**config.mk**
```make
export PLATFORM = sky130hd
export DESIGN_NAME = mem_port_arbiter
export DESIGN_NICKNAME = d
export VERILOG_FILES = /design/src/rtl/mem_port_arbiter.sv
export SDC_FILE = /design/constraint.sdc
export NUM_CORES = 1
export LEC_CHECK = 0
export ABC_AREA = 1
export BUFFER_PORTS_ARGS = -buffer_cell sky130_fd_sc_hd__clkbuf_2
export CAP_MARGIN = 10
export CORE_MARGIN = 5
export CORE_UTILIZATION = 43
export CTS_BUF_LIST = sky130_fd_sc_hd__clkbuf_8
export DETAILED_ROUTE_END_ITERATION = 8
export PLACE_DENSITY = 0.9
export SYNTH_ARGS = -nofsm -noshare
export SYNTH_HDL_FRONTEND = slang
export SYNTH_SLANG_ARGS = --single-unit
```
**constraint.sdc**
```tcl
create_clock -name clk -period 1.7 [get_ports clk]
set_clock_uncertainty 0.2 [all_clocks]
set_input_delay 0.255 -clock clk [delete_from_list [all_inputs] [get_ports clk]]
set_output_delay 0.255 -clock clk [all_outputs]
set_load 0.05 [all_outputs]
```
**src/rtl/mem_port_arbiter.sv**
```systemverilog
// Two-requester round-robin arbiter in front of a single-port word memory.
// One transaction in flight; reads wait a fixed RD_LAT, misaligned accesses never reach memory.
module mem_port_arbiter #(
  parameter int AW     = 32,
  parameter int DW     = 32,
  parameter int RD_LAT = 2
) (
  input  logic          clk,
  input  logic          rst,
  input  logic          m0_req,
  input  logic          m0_we,
  input  logic [AW-1:0] m0_adr,
  input  logic [DW-1:0] m0_wdata,
  output logic          m0_ack,
  output logic          m0_err,
  output logic [DW-1:0] m0_rdata,
  input  logic          m1_req,
  input  logic          m1_we,
  input  logic [AW-1:0] m1_adr,
  input  logic [DW-1:0] m1_wdata,
  output logic          m1_ack,
  output logic          m1_err,
  output logic [DW-1:0] m1_rdata,
  output logic          mem_en,
  output logic          mem_we,
  output logic [AW-1:0] mem_adr,
  output logic [DW-1:0] mem_wdata,
  input  logic [DW-1:0] mem_rdata,
  output logic          owner,
  output logic          busy
);

  typedef enum logic [1:0] {
    S_IDLE   = 2'd0,
    S_ACCESS = 2'd1,
    S_WAIT   = 2'd2,
    S_RESP   = 2'd3
  } state_t;

  localparam logic [2:0] CNT_LOAD = 3'(RD_LAT - 1);

  state_t          state_r, state_s;
  logic            grant_s, sel_s, mis_s;
  logic            sel_we_s;
  logic [AW-1:0]   sel_adr_s;
  logic [DW-1:0]   sel_wdata_s;
  logic            resp_owner_s, resp_err_s;
  logic            last_owner_r, owner_r, mis_r, busy_r;
  logic [2:0]      cnt_r;
  logic            m0_ack_r, m0_err_r, m1_ack_r, m1_err_r;
  logic [DW-1:0]   m0_rdata_r, m1_rdata_r;
  logic            mem_en_r, mem_we_r;
  logic [AW-1:0]   mem_adr_r;
  logic [DW-1:0]   mem_wdata_r;

  // Requester selection, next state, and the owner/err that a RESP entered this cycle reports
  always_comb begin
    state_s = state_r;
    grant_s = 1'b0;
    if (m0_req && m1_req) begin
      sel_s = ~last_owner_r;
    end else if (m1_req) begin
      sel_s = 1'b1;
    end else begin
      sel_s = 1'b0;
    end
    sel_we_s    = sel_s ? m1_we    : m0_we;
    sel_adr_s   = sel_s ? m1_adr   : m0_adr;
    sel_wdata_s = sel_s ? m1_wdata : m0_wdata;
    mis_s       = (sel_adr_s[1:0] != 2'b00);

    case (state_r)
      S_IDLE: begin
        if (m0_req || m1_req) begin
          grant_s = 1'b1;
          state_s = mis_s ? S_RESP : S_ACCESS;
        end else begin
          state_s = S_IDLE;
        end
      end
      S_ACCESS: state_s = mem_we_r ? S_RESP : S_WAIT;
      S_WAIT: begin
        if (cnt_r == 3'd0) begin
          state_s = S_RESP;
        end else begin
          state_s = S_WAIT;
        end
      end
      S_RESP:  state_s = S_IDLE;
      default: state_s = S_IDLE;
    endcase

    resp_owner_s = grant_s ? sel_s : owner_r;
    resp_err_s   = grant_s ? mis_s : mis_r;
  end

  // State, latched request, and every output register (outputs track the state being entered)
  always_ff @(posedge clk) begin
    if (!rst) begin
      state_r      <= S_IDLE;
      last_owner_r <= 1'b1;
      owner_r      <= 1'b0;
      mis_r        <= 1'b0;
      busy_r       <= 1'b0;
      cnt_r        <= 3'd0;
      m0_ack_r     <= 1'b0;
      m0_err_r     <= 1'b0;
      m1_ack_r     <= 1'b0;
      m1_err_r     <= 1'b0;
      m0_rdata_r   <= '0;
      m1_rdata_r   <= '0;
      mem_en_r     <= 1'b0;
      mem_we_r     <= 1'b0;
      mem_adr_r    <= '0;
      mem_wdata_r  <= '0;
    end else begin
      state_r <= state_s;
      if (grant_s) begin
        owner_r      <= sel_s;
        last_owner_r <= sel_s;
        mis_r        <= mis_s;
      end
      // Memory-side fields only move for accesses that actually reach memory
      if (grant_s && !mis_s) begin
        mem_we_r    <= sel_we_s;
        mem_adr_r   <= sel_adr_s;
        mem_wdata_r <= sel_wdata_s;
      end
      mem_en_r <= (state_s == S_ACCESS);
      if ((state_r == S_ACCESS) && (state_s == S_WAIT)) begin
        cnt_r <= CNT_LOAD;
      end else if ((state_r == S_WAIT) && (cnt_r != 3'd0)) begin
        cnt_r <= cnt_r - 3'd1;
      end
      if ((state_r == S_WAIT) && (cnt_r == 3'd0)) begin
        if (owner_r) begin
          m1_rdata_r <= mem_rdata;
        end else begin
          m0_rdata_r <= mem_rdata;
        end
      end
      m0_ack_r <= (state_s == S_RESP) && !resp_owner_s;
      m1_ack_r <= (state_s == S_RESP) &&  resp_owner_s;
      m0_err_r <= (state_s == S_RESP) && !resp_owner_s && resp_err_s;
      m1_err_r <= (state_s == S_RESP) &&  resp_owner_s && resp_err_s;
      busy_r   <= (state_s != S_IDLE);
    end
  end

  assign m0_ack    = m0_ack_r;
  assign m0_err    = m0_err_r;
  assign m0_rdata  = m0_rdata_r;
  assign m1_ack    = m1_ack_r;
  assign m1_err    = m1_err_r;
  assign m1_rdata  = m1_rdata_r;
  assign mem_en    = mem_en_r;
  assign mem_we    = mem_we_r;
  assign mem_adr   = mem_adr_r;
  assign mem_wdata = mem_wdata_r;
  assign owner     = owner_r;
  assign busy      = busy_r;

endmodule

```
==> flow_metrics.env, run 1 <==
export IMPL_rsz0062_at_grt="yes"
export IMPL_drt_iter0_markers=1287
export IMPL_syn_inst=860
export IMPL_vias=8668
export IMPL_setup_viol=6
export IMPL_nets=1489
export IMPL_clk_pin_slew_ns=0.09
export IMPL_place_hpwl_um=14300
export IMPL_dp_cells=1303
export IMPL_synthMuxAreaShare_pct=0
export IMPL_wirelength_um=30900
export IMPL_ys_types=22
export IMPL_netlist_area_um2=6120
export IMPL_dieHeight_um=129
export IMPL_synth_nets=1032
export IMPL_wl_per_cell_um=20.4
export IMPL_min_period_over_period_pct=116
export IMPL_critical_path_class="reg2reg"
export IMPL_grt_pass1_wl_um=43700
export IMPL_yosys_area_share_adder_pct=1.23
export IMPL_synth_seq_cells=143
export IMPL_initial_core_util_pct=43.9
export IMPL_p_per_area_nw_per_um2=1020
export IMPL_track_usage_pct=33.4
export IMPL_grt_max_degree=65
export IMPL_port_buffers=301
export IMPL_grt_overflow=0
export IMPL_synth_compound_area_share_pct=13.5
export IMPL_antenna_left=0
export IMPL_setup_worst_path_start_class="register"
export IMPL_final_max_slew_viol_count=0
export IMPL_htreeDepth=4
export IMPL_min_delay_path_class="in2reg"
export IMPL_hold_worst_slack_ns=0.0340
export IMPL_yosysSeqAreaShare_pct=46.8
export IMPL_clock_latency_ns=0.46
export IMPL_drt_first_pass_iters=7
export IMPL_power_share_clock_pct=25.2
export IMPL_setup_slack_ns=-0.271
export IMPL_min_period_ns=1.97
export IMPL_utilization_pct=74.3
export IMPL_fin_cells=1515
export IMPL_p_int_uw=6260
export IMPL_netSwitchingFraction_pct=41.0
export IMPL_crit_arrival_ns=2.08
export IMPL_status="finished, violations left"
export IMPL_dieArea_um2=16700
export IMPL_synth_area_per_cell_um2=7.12
export IMPL_synth_top_family_by_area="simple AND/OR/NAND/NOR gates"
export IMPL_violations="negative setup slack"
export IMPL_worstPathRequired_ns=1.80
export IMPL_root_buffer="clkbuf_8"
export IMPL_viasPerCell=5.72
export IMPL_route_detailed_drc=0
export IMPL_antenna_found_initial=2
export IMPL_std_cell_rows=43
export IMPL_yosys_area_share_simple_pct=29.6
export IMPL_final_layout_size_suffix_gt1_share_pct=32.3
export IMPL_comb_power_share_pct=37.9
export IMPL_fp_dieW_um=129
export IMPL_clockBufferDepth=2
export IMPL_switchingPower_uw=4350
export IMPL_layout_common_cells="clkbuf_2 (298), nand2_1 (195), dlygate4sd3_1 (155)"
export IMPL_cts_tree="yes"
export IMPL_syn_to_final_growth_pct=69.2
export IMPL_cts_sinks=143
export IMPL_hold_viol=0
export IMPL_ys_warnings_count=0
export IMPL_worstMarginPinSlew_ns=0.623
export IMPL_io_pins=302
export IMPL_core_area_um2=13900
export IMPL_end_kind="register"
export IMPL_gp_congestion=0.853
export IMPL_grt_pass1_vias=8187
export IMPL_final_common_cell="clkbuf_2"
export IMPL_drv_cap=0
export IMPL_ir_drop_mv=0.831
export IMPL_fillCellCount=818
export IMPL_fmax_mhz=507
export IMPL_p_leak_uw=0.00491
export IMPL_synth_xor_area_share_pct=0.143
export IMPL_numCtsBuffers=17
export IMPL_path_max_fanout=7
export IMPL_slew_headroom_pct=58.5
export IMPL_p_seq_share_pct=36.9
[routing by layer]
layer	vias up	GRT usage [%]	part of all wire [%]
met2	893	52.6	45
met5	-	0	0.042
met1	3813	36.5	32
met3	248	13.4	15
met4	2	23.8	8.2
li1	3712	-	-
[synth_stat cells, drive strengths merged]
cell | number | share of area [%]
a21oi | 97 | 7.9
clkbuf | 23 | 1.4
nand3 | 131 | 11
inv | 51 | 3.1
clkinv | 1 | 0.061
ha | 6 | 1.2
nor2 | 86 | 5.4
o21ai | 68 | 5.6
xor2 | 1 | 0.14
buf | 43 | 4.2
nand2 | 208 | 13
nor3 | 1 | 0.082
nand3b | 1 | 0.12
dfxtp | 143 | 47
[worst paths after layout]
| kind | startpoint | to | slack, ns | cells after the start |
|---|---|---|---|---|
| worst max-delay path | state_r[1]$_SDFF_PN0_ | mem_wdata[16]$_SDFFE_PN0P_ | -0.27 | 9 |
| worst min-delay path | m1_we | mem_we$_SDFFE_PN0P_ | 0.03 | 5 |
| worst max register to register | state_r[1]$_SDFF_PN0_ | mem_wdata[16]$_SDFFE_PN0P_ | -0.27 | 9 |
| worst min register to register | m1_rdata[23]$_SDFFE_PN0P_ | m1_rdata[23]$_SDFFE_PN0P_ | 0.24 | 2 |
[cell type report]
type,instances,area [um2],share of cell area (%)
well taps,180,225,2.17
clock inverters,14,135,1.30
inverters,52,198,1.91
multi-input cells,599,2890,27.9
repair buffers,504,3780,36.5
flip-flops and latches,143,2870,27.7
clock buffers,18,248,2.39
diodes,5,12.5,0.121
[flip-flops by register name (all words and copies together) (netlist names), 2 cells and up]
signal	count
cnt_r	3
m0_rdata	32
m1_rdata	32
mem_adr	32
mem_wdata	32
state_r	2
[stage by stage]
stage	total power, uW	setup WS, ns	cell area [um2]	TNS, ns
2_1_floorplan	6090	0.0706	6120	0
6_report	10600	-0.271	10400	-0.429
4_1_cts	9930	0.00129	9820	0
3_5_place_dp	7010	-0.108	7880	-2.55
5_1_grt	11000	-0.343	10300	-1.28
3_3_place_gp	6960	-0.0302	7880	-0.801
[kinds of logic (layout without fill, tap and decap cells)]
family	after synthesis	in the layout
xor gates and xnor gates	1	1
other	0	5
DFF	143	143
and+or+nand+nor	427	427
buffers and inverters	118	588
AOI/OAI and AO/OA	165	165
adders and majority gates	6	6
[critical path, stage by stage, from the launching register on]
cell and delay [ns]:
dfxtp_2 0.36, inv_2 0.06, ha_4 0.15, inv_2 0.06
nor2_4 0.04, buf_12 0.15, nand2_8 0.10, buf_12 0.14
nand2_1 0.05, a21oi_1 0.49
[repair_timing]
| action | CTS | global route |
|---|---|---|
| endpoints found under the hold margin | 127 | 0 |
| resized for setup | 6 | 75 |
| pin swaps | 0 | 9 |
| setup buffers | 0 | 13 |
| cloned | 0 | 7 |
| hold buffers | 155 | 0 |
| endpoints found under the setup margin | 46 | 126 |
[power by group through the flow]
stage          registers [uW]  logic (uW)  clock network, uW
2_1_floorplan            4980        1110                  0
3_3_place_gp             3920        3040                  0
3_5_place_dp             3930        3080                  0
4_1_cts                  3860        3390               2680
5_1_grt                  3940        4200               2860
6_report                 3910        4020               2680
No activity file was read; power rests on OpenSTA's default activity.
==> run 2: changes to the inputs <==
clock period = 1.75 ns   (was 1.7 ns; I/O delays follow)
==> flow_metrics.env, run 2 (synthesis gave the netlist of run 1 again) <==
export IMPL_fp_dieW_um=129
export IMPL_dieArea_um2=16700
export IMPL_cts_sinks=143
export IMPL_hold_worst_slack_ns=0.0475
export IMPL_final_layout_size_suffix_gt1_share_pct=29.6
export IMPL_grt_pass1_vias=8104
export IMPL_viasPerCell=5.62
export IMPL_drt_first_pass_iters=6
export IMPL_critical_path_class="reg2reg"
export IMPL_min_delay_path_class="in2reg"
export IMPL_hold_viol=0
export IMPL_fin_tns_setup_ns=0
export IMPL_nets=1460
export IMPL_track_usage_pct=31.7
export IMPL_final_common_cell="clkbuf_2"
export IMPL_top_layer="met5"
export IMPL_min_period_over_period_pct=98.9
export IMPL_utilization_pct=71.4
export IMPL_port_buffers=301
export IMPL_wirelength_um=28400
export IMPL_worstPathRequired_ns=1.91
export IMPL_wl_met1_um=9280
export IMPL_ir_drop_mv=0.778
export IMPL_met2RoutedLength_um=12900
export IMPL_end_kind="register"
export IMPL_holdCritStartpoint="m1_adr[6]"
export IMPL_worstMarginPinSlew_ns=0.406
export IMPL_route_detailed_drc=0
export IMPL_clk_pin_slew_ns=0.08
export IMPL_io_pins=302
export IMPL_clockBufferDepth=2
export IMPL_r2r_start="state_r[1]$_SDFF_PN0_"
export IMPL_cts_tree="yes"
export IMPL_slew_headroom_pct=72.9
export IMPL_gp_congestion=0.868
export IMPL_numCtsBuffers=17
export IMPL_p_leak_uw=0.00476
export IMPL_vias=8335
export IMPL_dr_wl_met3_um=4190
export IMPL_antenna_left=0
export IMPL_core_area_um2=13900
export IMPL_status="completed"
export IMPL_antenna_found_initial=2
export IMPL_dieHeight_um=129
export IMPL_setup_worst_path_start_class="register"
export IMPL_drv_cap=0
export IMPL_grt_overflow=0
export IMPL_htreeDepth=4
export IMPL_min_period_ns=1.73
export IMPL_path_max_fanout=21
export IMPL_wl_per_cell_um=19.2
export IMPL_grt_max_degree=65
export IMPL_final_max_slew_viol_count=0
export IMPL_initial_core_util_pct=43.9
export IMPL_clock_latency_ns=0.44
export IMPL_syn_to_final_growth_pct=62.7
export IMPL_p_per_area_nw_per_um2=1020
export IMPL_root_buffer="clkbuf_8"
export IMPL_place_hpwl_um=14400
export IMPL_drt_iter0_markers=985
export IMPL_std_cell_rows=43
export IMPL_grt_pass1_wl_um=41900
export IMPL_rsz0062_at_grt="yes"
export IMPL_layout_common_cells="clkbuf_2 (300), nand2_1 (202), dlygate4sd3_1 (147)"
export IMPL_fmax_mhz=578
export IMPL_critPathLaunch="state_r[1]$_SDFF_PN0_"
export IMPL_setup_viol=0
export IMPL_crit_arrival_ns=1.89
==> run 2: cell types whose count changed in the layout (fill, tap and decap cells not counted), moves of 3 or more <==
cell	change
buf_4	-15
dlygate4sd3_1	-8
nand2_1	+7
inv_1	+5
nand2_2	-5
nor2_1	+5
a21oi_1	+4
clkinv_4	-4
inv_2	-4
nor2_2	-4
a21oi_2	-3
buf_12	-3
clkinv_2	+3
==> run 2: final timing paths <==
path                                                    to  slack [ns]  cells after the start
worst max-delay path            mem_wdata[27]$_SDFFE_PN0P_        0.02                      9
worst min-delay path               mem_adr[6]$_SDFFE_PN0P_        0.05                      5
worst max register to register  mem_wdata[27]$_SDFFE_PN0P_        0.02                      9
worst min register to register     mem_adr[1]$_SDFFE_PN0P_        0.24                      2
==> run 2: per-layer routing <==
metal  vias up  track usage, %
li1       3652               -
met1      3697            34.3
met2       781            49.9
met3       203            12.9
met4         2            23.1
met5         -               0
==> run 2: area by class of cell <==
| cell class | instances | area [um2] |
|---|---|---|
| repair buffers | 475 | 3460 |
| well taps | 180 | 225 |
| inverters | 52 | 195 |
| clock buffers | 18 | 248 |
| fillers | 917 | 3980 |
| clock inverters | 14 | 166 |
| diodes | 3 | 7.51 |
| flip-flops and latches | 143 | 2870 |
| multi-input cells | 599 | 2780 |
==> run 2: where the power goes <==
group          switching (uW)  total, uW  internal (uW)
Combinational            2460       3590           1130
Sequential                204       3790           3580
Clock                    1330       2770           1450
==> run 2: stage by stage <==
stage | setup WS (ns) | total power, uW | area (um2) | std cells
5_1_grt | -0.0438 | 10600 | 9950 | 1482
4_1_cts | 0.0241 | 9780 | 9700 | 1474
3_3_place_gp | 0.0437 | 6710 | 7810 | 1296
3_5_place_dp | -0.0341 | 6760 | 7810 | 1296
2_1_floorplan | 0.121 | 5910 | 6120 | 860
6_report | 0.0193 | 10100 | 9960 | 1484
==> run 2: timing repair <==
| item | in CTS | in global routing |
|---|---|---|
| hold buffers | 146 | 1 |
| cloned | 0 | 5 |
| pin swaps | 0 | 3 |
| setup buffers | 0 | 1 |
| setup endpoints to repair | 23 | 122 |
| gates resized for setup | 4 | 39 |
| hold endpoints to repair | 125 | 1 |
==> run 2: worst max-delay path, cell delays in order (launching register included) <==
cell	delay (ns)
dfxtp_2	0.35
inv_1	0.07
ha_1	0.20
inv_2	0.07
nor2_4	0.04
buf_12	0.15
nand2_8	0.11
buf_12	0.17
nand2_1	0.08
a21oi_1	0.20
